<file path="config.mk">
export PLATFORM = sky130hd
export DESIGN_NAME = cam_capture_decim_flat
export DESIGN_NICKNAME = d
export VERILOG_FILES = /design/src/rtl/cam_capture_decim_pkg.sv /design/src/rtl/cam_capture_decim_if.sv /design/src/rtl/cam_capture_decim_sync_edge.sv /design/src/rtl/cam_capture_decim.sv /design/src/flat_wrapper.sv
export SDC_FILE = /design/constraint.sdc
export NUM_CORES = 1
export LEC_CHECK = 0
export ABC_CLOCK_PERIOD_IN_PS = 4600
export BUFFER_PORTS_ARGS = -buffer_cell sky130_fd_sc_hd__buf_2
export CORE_ASPECT_RATIO = 0.6
export CORE_MARGIN = 2
export CORE_UTILIZATION = 30
export DETAILED_ROUTE_END_ITERATION = 7
export PLACE_DENSITY = 0.5
export SLEW_MARGIN = 10
export SYNTH_ARGS = -nofsm -noshare
export SYNTH_HDL_FRONTEND = slang
export SYNTH_SLANG_ARGS = --single-unit
</file>
<file path="constraint.sdc">
create_clock -name clk -period 4.6 [get_ports clk]
set_input_delay 0.46 -clock clk [delete_from_list [all_inputs] [get_ports clk]]
set_output_delay 0.46 -clock clk [all_outputs]
set_load 0.1 [all_outputs]
</file>
<file path="src/rtl/cam_capture_decim_pkg.sv">
// Shared types and constants for the camera capture / decimation front end:
// capture FSM states, default frame geometry and the RGB565 field layout.
package cam_pkg;

    typedef enum logic [1:0] {
        ST_WAIT_VS    = 2'd0,
        ST_WAIT_FRAME = 2'd1,
        ST_HI         = 2'd2,
        ST_LO         = 2'd3
    } cap_state_e;

    localparam int DEF_SRC_W     = 640;
    localparam int DEF_SRC_H     = 480;
    localparam int DEF_DEC_SHIFT = 2;
    localparam int DEF_FB_W      = 160;
    localparam int DEF_FB_H      = 120;
    localparam int DEF_ADDR_W    = 15;

    localparam int RGB_R_MSB = 15;
    localparam int RGB_R_LSB = 11;
    localparam int RGB_G_MSB = 10;
    localparam int RGB_G_LSB = 5;
    localparam int RGB_B_MSB = 4;
    localparam int RGB_B_LSB = 0;

    // The camera sends the high byte first: RRRRRGGG then GGGBBBBB.
    function automatic logic [15:0] rgb565_pack(input logic [7:0] hi_byte,
                                                input logic [7:0] lo_byte);
        logic [15:0] pix;
        pix = 16'h0000;
        pix[RGB_R_MSB:RGB_R_LSB] = hi_byte[7:3];
        pix[RGB_G_MSB:RGB_G_LSB] = {hi_byte[2:0], lo_byte[7:5]};
        pix[RGB_B_MSB:RGB_B_LSB] = lo_byte[4:0];
        return pix;
    endfunction

endpackage

</file>
<file path="src/rtl/cam_capture_decim_if.sv">
// Frame-buffer write port bundle: write strobe, address, pixel data and the
// end-of-frame pulse. The capture block is the master.
interface cam_capture_decim_if #(
    parameter int ADDR_W = cam_pkg::DEF_ADDR_W
) ();

    logic              fb_we;
    logic [ADDR_W-1:0] fb_waddr;
    logic [15:0]       fb_wdata;
    logic              frame_done;

    modport master (
        output fb_we,
        output fb_waddr,
        output fb_wdata,
        output frame_done
    );

    modport slave (
        input fb_we,
        input fb_waddr,
        input fb_wdata,
        input frame_done
    );

endinterface

</file>
<file path="src/rtl/cam_capture_decim_sync_edge.sv">
// Two-flop synchroniser for an asynchronous camera control pin, plus one
// delay flop so rising/falling edges can be detected in the clk domain.
module cam_sync_edge (
    input  logic clk,
    input  logic reset,
    input  logic din,
    output logic sync,
    output logic rise,
    output logic fall
);

    logic meta_r;
    logic sync_r;
    logic dly_r;

    // Synchroniser chain followed by the edge-detect delay stage.
    always_ff @(posedge clk) begin
        if (reset) begin
            meta_r <= 1'b0;
            sync_r <= 1'b0;
            dly_r  <= 1'b0;
        end else begin
            meta_r <= din;
            sync_r <= meta_r;
            dly_r  <= sync_r;
        end
    end

    assign sync = sync_r;
    assign rise = sync_r & ~dly_r;
    assign fall = ~sync_r & dly_r;

endmodule

</file>
<file path="src/rtl/cam_capture_decim.sv">
// Camera capture front end: samples the OV7670 pins in the system clock
// domain, pairs bytes into RGB565 pixels, tracks source row/column and
// emits decimated single-cycle writes into a linear frame buffer.
module cam_capture_decim
    import cam_pkg::*;
#(
    parameter int SRC_W     = DEF_SRC_W,
    parameter int SRC_H     = DEF_SRC_H,
    parameter int DEC_SHIFT = DEF_DEC_SHIFT,
    parameter int FB_W      = DEF_FB_W,
    parameter int FB_H      = DEF_FB_H,
    parameter int ADDR_W    = DEF_ADDR_W
) (
    input  logic                clk,
    input  logic                reset,
    input  logic                cam_pclk,
    input  logic                cam_href,
    input  logic                cam_vsync,
    input  logic [7:0]          cam_data,
    input  logic                enable,
    cam_capture_decim_if.master fb,
    output logic [9:0]          row,
    output logic [9:0]          col
);

    localparam logic [9:0]        SRC_W_L = 10'(SRC_W);
    localparam logic [9:0]        SRC_H_L = 10'(SRC_H);
    localparam logic [ADDR_W-1:0] FB_W_L  = ADDR_W'(FB_W);

    // FB_H is implied by SRC_H >> DEC_SHIFT; the row limit enforces it.
    logic [31:0] unused_fb_h_s;
    assign unused_fb_h_s = 32'(FB_H);

    cap_state_e state_r;
    cap_state_e state_nx;

    logic       pclk_sync_s;
    logic       pclk_rise_s;
    logic       pclk_fall_s;
    logic       href_sync_s;
    logic       href_rise_s;
    logic       href_fall_s;
    logic       vs_sync_s;
    logic       vs_rise_s;
    logic       vs_fall_s;
    logic       unused_edges_s;

    logic [7:0] data_q1_r;
    logic [7:0] data_q2_r;
    logic [7:0] data_q3_r;
    logic [7:0] hi_byte_r;

    logic       latch_hi_s;
    logic       pix_done_s;
    logic       line_end_s;
    logic       frame_end_s;
    logic       clr_pos_s;

    logic [9:0]        x_s;
    logic [9:0]        y_s;
    logic [ADDR_W-1:0] addr_s;
    logic              wr_ok_s;

    cam_sync_edge u_sync_pclk (
        .clk   (clk),
        .reset (reset),
        .din   (cam_pclk),
        .sync  (pclk_sync_s),
        .rise  (pclk_rise_s),
        .fall  (pclk_fall_s)
    );

    cam_sync_edge u_sync_href (
        .clk   (clk),
        .reset (reset),
        .din   (cam_href),
        .sync  (href_sync_s),
        .rise  (href_rise_s),
        .fall  (href_fall_s)
    );

    cam_sync_edge u_sync_vsync (
        .clk   (clk),
        .reset (reset),
        .din   (cam_vsync),
        .sync  (vs_sync_s),
        .rise  (vs_rise_s),
        .fall  (vs_fall_s)
    );

    assign unused_edges_s = pclk_sync_s ^ pclk_fall_s ^ href_rise_s;

    // Data bus gets one more stage than the controls so the byte presented
    // with pclk_rise is the one that was stable before the PCLK edge.
    always_ff @(posedge clk) begin
        if (reset) begin
            data_q1_r <= 8'h00;
            data_q2_r <= 8'h00;
            data_q3_r <= 8'h00;
        end else begin
            data_q1_r <= cam_data;
            data_q2_r <= data_q1_r;
            data_q3_r <= data_q2_r;
        end
    end

    // Capture FSM state register.
    always_ff @(posedge clk) begin
        if (reset) begin
            state_r <= ST_WAIT_VS;
        end else begin
            state_r <= state_nx;
        end
    end

    // Next state and event decode; frame end beats line end beats a byte.
    always_comb begin
        state_nx    = state_r;
        latch_hi_s  = 1'b0;
        pix_done_s  = 1'b0;
        line_end_s  = 1'b0;
        frame_end_s = 1'b0;
        case (state_r)
            ST_WAIT_VS: begin
                if (vs_sync_s) begin
                    state_nx = ST_WAIT_FRAME;
                end else begin
                    state_nx = ST_WAIT_VS;
                end
            end
            ST_WAIT_FRAME: begin
                if (vs_fall_s) begin
                    state_nx = enable ? ST_HI : ST_WAIT_VS;
                end else begin
                    state_nx = ST_WAIT_FRAME;
                end
            end
            ST_HI, ST_LO: begin
                if (vs_rise_s) begin
                    frame_end_s = 1'b1;
                    state_nx    = ST_WAIT_FRAME;
                end else if (href_fall_s) begin
                    line_end_s = 1'b1;
                    state_nx   = ST_HI;
                end else if (pclk_rise_s && href_sync_s) begin
                    if (state_r == ST_HI) begin
                        latch_hi_s = 1'b1;
                        state_nx   = ST_LO;
                    end else begin
                        pix_done_s = 1'b1;
                        state_nx   = ST_HI;
                    end
                end else begin
                    state_nx = state_r;
                end
            end
            default: begin
                state_nx = ST_WAIT_VS;
            end
        endcase
        clr_pos_s = (state_nx == ST_WAIT_FRAME) && (state_r != ST_WAIT_FRAME);
    end

    // Decimated write qualification and linear address for the current pixel.
    always_comb begin
        x_s     = col >> DEC_SHIFT;
        y_s     = row >> DEC_SHIFT;
        addr_s  = (ADDR_W'(y_s) * FB_W_L) + ADDR_W'(x_s);
        wr_ok_s = (col < SRC_W_L) && (row < SRC_H_L) &&
                  (col[DEC_SHIFT-1:0] == '0) && (row[DEC_SHIFT-1:0] == '0);
    end

    // Position counters, byte pairing and registered frame-buffer outputs.
    always_ff @(posedge clk) begin
        if (reset) begin
            hi_byte_r     <= 8'h00;
            row           <= 10'd0;
            col           <= 10'd0;
            fb.fb_we      <= 1'b0;
            fb.fb_waddr   <= '0;
            fb.fb_wdata   <= 16'h0000;
            fb.frame_done <= 1'b0;
        end else begin
            fb.fb_we      <= 1'b0;
            fb.frame_done <= frame_end_s;
            if (latch_hi_s) begin
                hi_byte_r <= data_q3_r;
            end
            if (clr_pos_s) begin
                row <= 10'd0;
                col <= 10'd0;
            end else if (line_end_s) begin
                col <= 10'd0;
                row <= (row == SRC_H_L) ? row : row + 10'd1;
            end else if (pix_done_s) begin
                col <= (col == SRC_W_L) ? col : col + 10'd1;
                if (wr_ok_s) begin
                    fb.fb_we    <= 1'b1;
                    fb.fb_waddr <= addr_s;
                    fb.fb_wdata <= rgb565_pack(hi_byte_r, data_q3_r);
                end
            end
        end
    end

endmodule
</file>
<file path="src/flat_wrapper.sv">
// flat-port wrapper written by rule: the top's interface ports become plain ports
module cam_capture_decim_flat import cam_pkg::*;
#(
    parameter int SRC_W     = DEF_SRC_W,
    parameter int SRC_H     = DEF_SRC_H,
    parameter int DEC_SHIFT = DEF_DEC_SHIFT,
    parameter int FB_W      = DEF_FB_W,
    parameter int FB_H      = DEF_FB_H,
    parameter int ADDR_W    = DEF_ADDR_W
)
  (clk, reset, cam_pclk, cam_href, cam_vsync, cam_data, enable, row, col, fb_fb_we, fb_fb_waddr, fb_fb_wdata, fb_frame_done);
  cam_capture_decim_if #(.ADDR_W(ADDR_W)) fb_i ();
  input  logic clk;
  input  logic reset;
  input  logic cam_pclk;
  input  logic cam_href;
  input  logic cam_vsync;
  input  logic [7:0] cam_data;
  input  logic enable;
  output logic [9:0] row;
  output logic [9:0] col;
  output wire logic [$bits(fb_i.fb_we)-1:0] fb_fb_we;
  output wire logic [$bits(fb_i.fb_waddr)-1:0] fb_fb_waddr;
  output wire logic [$bits(fb_i.fb_wdata)-1:0] fb_fb_wdata;
  output wire logic [$bits(fb_i.frame_done)-1:0] fb_frame_done;
  assign fb_fb_we = fb_i.fb_we;
  assign fb_fb_waddr = fb_i.fb_waddr;
  assign fb_fb_wdata = fb_i.fb_wdata;
  assign fb_frame_done = fb_i.frame_done;
  cam_capture_decim #(.SRC_W(SRC_W), .SRC_H(SRC_H), .DEC_SHIFT(DEC_SHIFT), .FB_W(FB_W), .FB_H(FB_H), .ADDR_W(ADDR_W)) u_core (.clk(clk), .reset(reset), .cam_pclk(cam_pclk), .cam_href(cam_href), .cam_vsync(cam_vsync), .cam_data(cam_data), .enable(enable), .fb(fb_i), .row(row), .col(col));
endmodule
</file>
# Word level (Yosys, flattened, before mapping)
# Cells that the tools add are included.
# op_classes
bitwise_logic	14
n_reduce_logical	16
multipliers	1
n_eq_ne	7
muxes	23
n_lt_le_gt_ge	2
add_sub_neg	3
# op_table
operator	n
$add 10x1->10 const B	2
$mux 1	17
$add 15x8->15	1
$eq 10x10->1 const B	1
$eq 10x9->1 const B	1
$lt 10x10->1 const B	1
$lt 10x9->1 const B	1
$mul 8x3->10 const B	1
$mux 2	5
$not 1->1	10
$logic_not 2->1	3
$pmux 2 s3	1
$reduce_or 2->1	3
$logic_and 1x1->1	5
$and 1x1->1	4
$eq 2x1->1 const B	2
$eq 2x2->1 const B	2
$reduce_and 2->1	2
$reduce_and 4->1	1
$reduce_or 4->1	1
$reduce_or 3->1	1
$ne 2x1->1 const B	1
# totals
wordCells	86
regBits	96

# Logic depth before layout (Yosys ltp)
# Gate-level depths: netlist of run 1.
# depth
word_depth	11
mapped_depth	9
mapped_depth_nobuf	9

# Hierarchy
# A second synthesis of run 1 with hierarchy kept.
# unflattened
cells_unflattened	442
area_unflattened_um2	4033.9
# modules_own_cells
mod	cells_per_inst	n_inst	seq_area_each_um2	area_each_um2
cam_capture_decim	418	1	1741.7	3759.9
cam_sync_edge	8	3	60.1	91.3

# Worst setup path before layout of run 1
# OpenSTA, ideal clock, no wires.
# synth_timing
kind	reg-to-reg
start	register u_core.row[3]
end	register u_core.fb.fb_waddr[14]
setup_slack_ps	604
period_less_slack_ps	3996
arrival_ps	3908
path_stages_with_launch	10
setup_ps	88
required_ps	4512
path_cell_list	dfxtp_1 ha_1 ha_1 inv_1 fa_1 nand2b_4 or4_4 or3b_1 or4b_1 a311oi_2
# synth_between
elab_chain_len	5
elab_cells_between_ends	7
# synth_rtl
element	line	rtl
start, declared	cam_capture_decim.sv:22	output logic [9:0] row,
start signal, assigned	cam_capture_decim.sv:194	row <= (row == SRC_H_L) ? row : row + 10'd1;
branches (longest 5 deep; another with $add 15x8->15)	--	
end signal, assigned	cam_capture_decim.sv:199	fb.fb_waddr <= addr_s;
end, declared	cam_capture_decim_if.sv:14	output fb_waddr,
# Several ways; the timed one is not identified.
# A chain may end at the register's enable or synchronous reset.

# Worst setup path in the final report of run 1
# layout_timing
start	register u_core.row[5]
end	register u_core.fb.fb_waddr[14]
# Same word-level chain as after synthesis.

==> results_dict.tcl, run 1 <==
set metrics [dict create \
    power_leakage_uw 0.00188 \
    fin_crit_ns 3.46 \
    cap_violations 0 \
    hold_violations 0 \
    tightest_slew_ns 0.912 \
    grt_overflow 0 \
    holdCritPathClass "in2reg" \
    ys_top_cells_by_count "dfxtp_1 (96), nand2_1 (60), nor2_1 (45), nor2b_1 (36), a21oi_1 (33)" \
    yosysTopAreaCellShare_pct 47.4 \
    synth-edff-count 0 \
    fin_worst_skew_ns 0.00928 \
    cts_buffer_depth 2 \
    max_slew_margin_pct 38.9 \
    cp-start-kind "flip-flop" \
    seqCellArea_sq_mm 0.00192 \
    synth_flop_cell "dfxtp_1" \
    track_usage_pct 13.5 \
    antenna_found_initial 2 \
    clk_pin_slew_worst_paths_ns 0.07 \
    async_flop_share_pct 0 \
    clk_latency_ns 0.34 \
    grt_max_degree 77 \
    rrSetupSlack_ns 1.14 \
    dp_hpwl_um 6810 \
    fillers 1342 \
    core-area_sq_mm 0.0130 \
    crit_fanout 6 \
    arrival_ns 3.70 \
    required_ns 4.85 \
    grt_first_pass_wirelength_um 15200 \
    finalSetupTns_ns 0 \
    hold_path.startpoint "cam_data[2]" \
    grt_use_met2_pct 17.3 \
    hold_buffers 0 \
    yosysWarnings 0 \
    grt_pass1_vias 2887 \
    grt_util_met3_pct 4.57 \
    min_to "u_core.data_q1_r[2]" \
    syn_area_per_cell_sq_um 9.05 \
    die_area_sq_mm 0.0145 \
    multiInputGateArea_sq_mm 0.00198 \
    numCtsBuffers 9 \
    dieWidth_um 154 \
    synth_nets 483 \
    postSynthCellCount 448 \
    synth_area_leaders "dfxtp_1 (47%), ha_1 (5.9%), nand2_1 (5.6%)" \
    place_area_sq_mm 0.00451 \
    yosysTopAreaCell "dfxtp_1" \
    fmax_mhz 289 \
    irDropWorstVdd_uv 151 \
    vias 3084 \
    rows 32 \
    synth_area_sq_mm 0.00406 \
    drt_iter0_markers 143 \
    cts_root_buf "clkbuf_16" \
    gp_congestion 0.817 \
    end_kind "flip-flop" \
    layout-drive-gt1-share_pct 18.1 \
    cts_tree "done" \
    crit_type "reg2reg" \
    final_nets 538 \
    postRouteAntennaNets 0 \
    period_share_pct 75.1 \
    synth-seq-area-share_pct 47.4 \
    powerDensity_mw_per_mm2 339 \
    clkSinkCount 96 \
    ys_seq_elements 96 \
    r2r_end "u_core.fb.fb_waddr[14]" \
    worstRegToRegCells 9 \
    vias_per_cell 4.54 \
    synth_cell_types 46 \
    fin_area_sq_mm 0.00481 \
    drc 0 \
    initial_core_util_pct 31.2 \
    outcome "finished clean" \
    dr.pass1.iters 4 \
    top_usage_layer "met1" \
    reg2reg_from "u_core.row[5]" \
    drt_wl_total_um 9220 \
    cts_resized 0 \
    die_y_um 94.1 \
    hold_depth 2 \
    post-cts-setup-buffers 0 \
    met1_usage_pct 20.6 \
    synth_most_common_cell "dfxtp_1" \
    slew_violations 0 \
    synthToLayoutAreaGrowth_pct 18.6 \
    htree_num_levels 3 \
    io_pins 67 \
    setup_viol 0 \
    port_buffers 66 \
    rsz0062_at_grt "no" \
    avgRoutedWirePerCell_um 13.6 \
]
==> cells by family after synthesis <==
kind of cell | count (synthesis) | synth area share [%]
simple gates | 198 | 24.8
flops | 96 | 47.4
compound gates | 60 | 9.07
buf+inv | 38 | 3.98
xor+xnor | 24 | 5.18
fa+ha+maj | 21 | 6.85
mux | 11 | 2.71
==> area by class of cell <==
cell class | instances | area share, %
inverter | 14 | 1.09
sequential | 96 | 39.9
tap | 170 | 4.42
antenna | 2 | 0.104
clock buffer | 10 | 4.76
multi-input combinational | 314 | 41.1
timing repair buffer | 68 | 7.18
clock inverter | 6 | 1.38
==> worst max-delay path: stages, from the launching register on <==
cell and delay (ns):
dfxtp_1 0.47, ha_1 0.29, ha_1 0.21, inv_1 0.07, fa_1 0.46, nand2b_4 0.17
or4_4 0.52, or3b_1 0.38, or4b_1 0.52, a311oi_2 0.26
==> metrics by stage <==
step                      hold WS [ns]  worst slack (ns)  power (uW)  instances  utilization (%)
after floorplan                  0.414             0.604         888        448                -
after global placement           0.422              1.24         899        662             34.7
after detailed placement         0.420              1.18         900        662             34.7
after CTS                        0.309              1.15        1660        678             36.9
after global routing             0.320              1.01        1690        678             36.9
final                            0.325              1.14        1630        680             37.0
==> report_power, final <==
part | leakage (uW) | internal, uW | total (uW) | switching, uW
combinational | 0.000958 | 12.9 | 32.2 | 19.4
clock | 0.000147 | 425 | 749 | 324
sequential | 0.000779 | 843 | 848 | 4.91
total | 0.00188 | 1280 | 1630 | 348
==> state kept, by name, indices dropped and copies added (netlist names), 2 cells and up <==
signal,flops
u_core.data_q3_r,8
u_core.row,10
u_core.col,10
u_core.data_q2_r,8
u_core.state_r,2
u_core.fb.fb_waddr,15
u_core.hi_byte_r,8
u_core.fb.fb_wdata,16
u_core.data_q1_r,8
==> cell usage in the layout, fill, tap and decap left out, types with 6 or more instances in the layout <==
| cell | Yosys | routed |
|---|---|---|
| clkbuf_16 | 0 | 9 |
| nor2b_1 | 36 | 36 |
| nor2_1 | 45 | 45 |
| buf_2 | 0 | 66 |
| o21ai_0 | 6 | 6 |
| nand4_1 | 6 | 6 |
| dfxtp_1 | 96 | 96 |
| nor3_1 | 9 | 8 |
| inv_1 | 14 | 14 |
| nand2_1 | 60 | 60 |
| mux2i_1 | 11 | 11 |
| a21oi_1 | 33 | 33 |
| a211oi_1 | 7 | 7 |
| nor4_1 | 7 | 7 |
| nand3_1 | 6 | 6 |
| xnor2_1 | 20 | 20 |
| ha_1 | 19 | 19 |
==> how the worst max path moves through the flow <==
stage | start | slack (ns) | cells past startpoint | to
global placement | u_core.row[3] | 1.24 | 9 | u_core.fb.fb_waddr[14]
CTS | u_core.row[5] | 1.15 | 9 | u_core.fb.fb_waddr[14]
finish | u_core.row[5] | 1.14 | 9 | u_core.fb.fb_waddr[14]
detailed placement | u_core.row[5] | 1.18 | 9 | u_core.fb.fb_waddr[14]
global route | u_core.row[5] | 1.01 | 9 | u_core.fb.fb_waddr[14]
floorplan | u_core.row[3] | 0.60 | 9 | u_core.fb.fb_waddr[14]
==> layer usage <==
metal  routed length (um)  vias to the layer above
met5                    0                        -
met4                   99                        0
met3                  655                       12
met2                 3350                       80
met1                 5120                     1371
li1                     -                     1621
Power figures use the tool's default switching activity.
==> run 2: changes to the inputs <==
--- a/config.mk
+++ b/config.mk
@@ -5,13 +5,14 @@
 export SDC_FILE = /design/constraint.sdc
 export NUM_CORES = 1
 export LEC_CHECK = 0
-export ABC_CLOCK_PERIOD_IN_PS = 4600
+export ABC_AREA = 1
+export ABC_CLOCK_PERIOD_IN_PS = 2900
 export BUFFER_PORTS_ARGS = -buffer_cell sky130_fd_sc_hd__buf_2
 export CORE_ASPECT_RATIO = 0.6
 export CORE_MARGIN = 2
 export CORE_UTILIZATION = 30
 export DETAILED_ROUTE_END_ITERATION = 7
-export PLACE_DENSITY = 0.5
+export PLACE_DENSITY = 0.51
 export SLEW_MARGIN = 10
 export SYNTH_ARGS = -nofsm -noshare
 export SYNTH_HDL_FRONTEND = slang
==> constraint.sdc (replaced) <==
create_clock -name clk -period 2.9 [get_ports clk]
set_input_delay 0.29 -clock clk [delete_from_list [all_inputs] [get_ports clk]]
set_output_delay 0.29 -clock clk [all_outputs]
set_load 0.1 [all_outputs]
==> results_dict.tcl, run 2 <==
set metrics [dict create \
    crit_type "reg2reg" \
    postRouteAntennaNets 0 \
    power.switching_uw 549 \
    synth_cell_types 38 \
    finalSetupTns_ns 0 \
    synth_compound_area_share_pct 9.43 \
    power_leakage_uw 0.00232 \
    clk_latency_ns 0.34 \
    dp_hpwl_um 7280 \
    io_pins 67 \
    dr.pass1.iters 4 \
    fmax_mhz 407 \
    final_nets 653 \
    synth_mux_area_share_pct 0 \
    cts_resized 0 \
    antenna_found_initial 0 \
    die_area_sq_mm 0.0153 \
    powerDensity_mw_per_mm2 502 \
    largest_reg_flops 16 \
    synth_flop_cell "dfxtp_1" \
    swShare_pct 21.8 \
    avgRoutedWirePerCell_um 12.0 \
    port_buffers 66 \
    ys_seq_elements 96 \
    end_kind "flip-flop" \
    fin_area_sq_mm 0.00502 \
    max_slew_margin_pct 42.7 \
    hold_buffers 0 \
    placedCellCount 799 \
    final_cells 815 \
    synth_top_family_by_area "simple AND/OR/NAND/NOR gates" \
    grt_max_degree 41 \
    track_usage_pct 13.1 \
    drt-met1-wl_um 5580 \
    slew_violations 0 \
    synthXorXnorAreaFrac_pct 2.65 \
    rrSetupSlack_ns 0.44 \
    htree_num_levels 3 \
    arrival_ns 2.70 \
    final_cell_mix "nor2_1 (118), dfxtp_1 (94), inv_1 (80), nand2_1 (68), buf_2 (66)" \
    vias 3517 \
    synth_area_leaders "dfxtp_1 (45%), nor2_1 (10%), inv_1 (7.0%)" \
    synthAdderAreaFrac_pct 6.46 \
    place_area_sq_mm 0.00474 \
    fin_crit_ns 2.46 \
    layout_commonest_cell "nor2_1" \
    crit_fanout 8 \
    p_comb_share_pct 2.9 \
    clkSinkCount 96 \
    grt_pass1_vias 3189 \
    largestRegisters "u_core.fb.fb_wdata (16), u_core.fb.fb_waddr (15)" \
    core-area_sq_mm 0.0138 \
    clk_pin_slew_worst_paths_ns 0.07 \
    required_ns 3.14 \
    outcome "finished clean" \
    cts_root_buf "clkbuf_16" \
    hold_violations 0 \
    fin_worst_skew_ns 0.00797 \
    ys_top_cells_by_count "nor2_1 (118), dfxtp_1 (96), inv_1 (80), nand2_1 (68), o21ai_0 (35)" \
    yosysTopAreaCell "dfxtp_1" \
    yosysTopAreaCellShare_pct 44.7 \
    power_uw 2520 \
    dieWidth_um 159 \
    drt_wl_total_um 9740 \
    drc 0 \
    synth-simple-area-share_pct 25.5 \
    grt_first_pass_wirelength_um 16000 \
    rows 33 \
    synthToLayoutAreaGrowth_pct 16.7 \
    yosysWarnings 0 \
    power_frac_seq_pct 53.4 \
    synth_area_sq_mm 0.00430 \
    p_clk_share_pct 43.7 \
    setup_viol 0 \
    layout-drive-gt1-share_pct 17.5 \
    cts_tree "done" \
    initial_core_util_pct 31.1 \
    gp_congestion 0.813 \
    synth-edff-count 0 \
    tightest_slew_ns 0.855 \
    syn_area_per_cell_sq_um 7.65 \
    top_layer "met4" \
    drt_iter0_markers 187 \
    largest_register "u_core.fb.fb_wdata" \
    met3_wirelength_um 447 \
    postSynthCellCount 562 \
    synth_most_common_cell "nor2_1" \
    cts_buffer_depth 2 \
    cap_violations 0 \
    synth_nets 597 \
    irDropWorstVdd_uv 214 \
    die_y_um 96.7 \
    grt_overflow 0 \
    fillers 1485 \
    numCtsBuffers 9 \
    holdCritPathClass "in2reg" \
    intPower_uw 1970 \
    period_share_pct 84.8 \
    rsz0062_at_grt "no" \
    post-cts-setup-buffers 0 \
    wl_met2_um 3590 \
    vias_per_cell 4.32 \
    cp-start-kind "flip-flop" \
    async_flop_share_pct 0 \
    diodes 0 \
    synth-seq-area-share_pct 44.7 \
]
[run 2: final timing paths]
| check | from | to | cells after the start |
|---|---|---|---|
| max reg2reg | u_core.row[3] | u_core.fb.fb_waddr[14] | 14 |
| min | cam_data[4] | u_core.data_q1_r[4] | 3 |
| max | u_core.row[3] | u_core.fb.fb_waddr[14] | 14 |
| min reg2reg | u_core.data_q2_r[5] | u_core.data_q3_r[5] | 2 |
[run 2: final cells by class]
class	instances	area [sq um]	share of cell area (%)
Timing Repair Buffer	67	338	6.73
Multi-Input combinational cell	354	1890	37.8
Tap cell	192	240	4.79
Sequential cell	96	1920	38.4
Clock inverter	4	30.0	0.599
Clock buffer	12	246	4.91
Inverter	90	343	6.83
[run 2: logic make-up (layout without fill, tap and decap cells)]
family,count (synthesis),after routing
and+or+nand+nor,244,244
DFF,96,96
xor gates and xnor gates,13,13
adders and majority gates,21,21
buffers and inverters,112,173
AOI/OAI and AO/OA,76,76
[run 2: critical path, cell delays in order, from the launching register on]
cell and delay [ns]:
dfxtp_2 0.36, ha_1 0.30, ha_1 0.23, inv_1 0.08, fa_1 0.45, nor2_1 0.17
nand3_1 0.14, nand2_1 0.09, nand2_1 0.07, nor2_1 0.14, nand3_1 0.09, nand2_1 0.06
nand3_1 0.07, nand2_1 0.07, inv_1 0.04
[run 2: stage by stage]
stage          setup WS [ns]  hold slack [ns]  utilization [%]
6_report               0.441            0.154             36.3
3_3_place_gp           0.556            0.397             34.3
4_1_cts                0.446            0.137             36.3
2_1_floorplan         0.0581            0.388                -
3_5_place_dp           0.465            0.397             34.3
5_1_grt                0.226            0.144             36.3
[run 2: power groups by stage]
| stage | registers (uW) | logic (uW) | clock network [uW] |
|---|---|---|---|
| after floorplan | 1370 | 49.6 | 0 |
| after global placement | 1370 | 73.3 | 0 |
| after detailed placement | 1370 | 73.4 | 0 |
| after CTS | 1340 | 73.5 | 1150 |
| after global routing | 1350 | 83.6 | 1190 |
| final | 1340 | 72.2 | 1100 |
[run 2: per-layer routing]
layer	GRT usage (%)	vias up
met2	17.4	67
met4	3.60	0
met5	0	-
li1	-	1877
met3	3.72	11
met1	20.3	1562
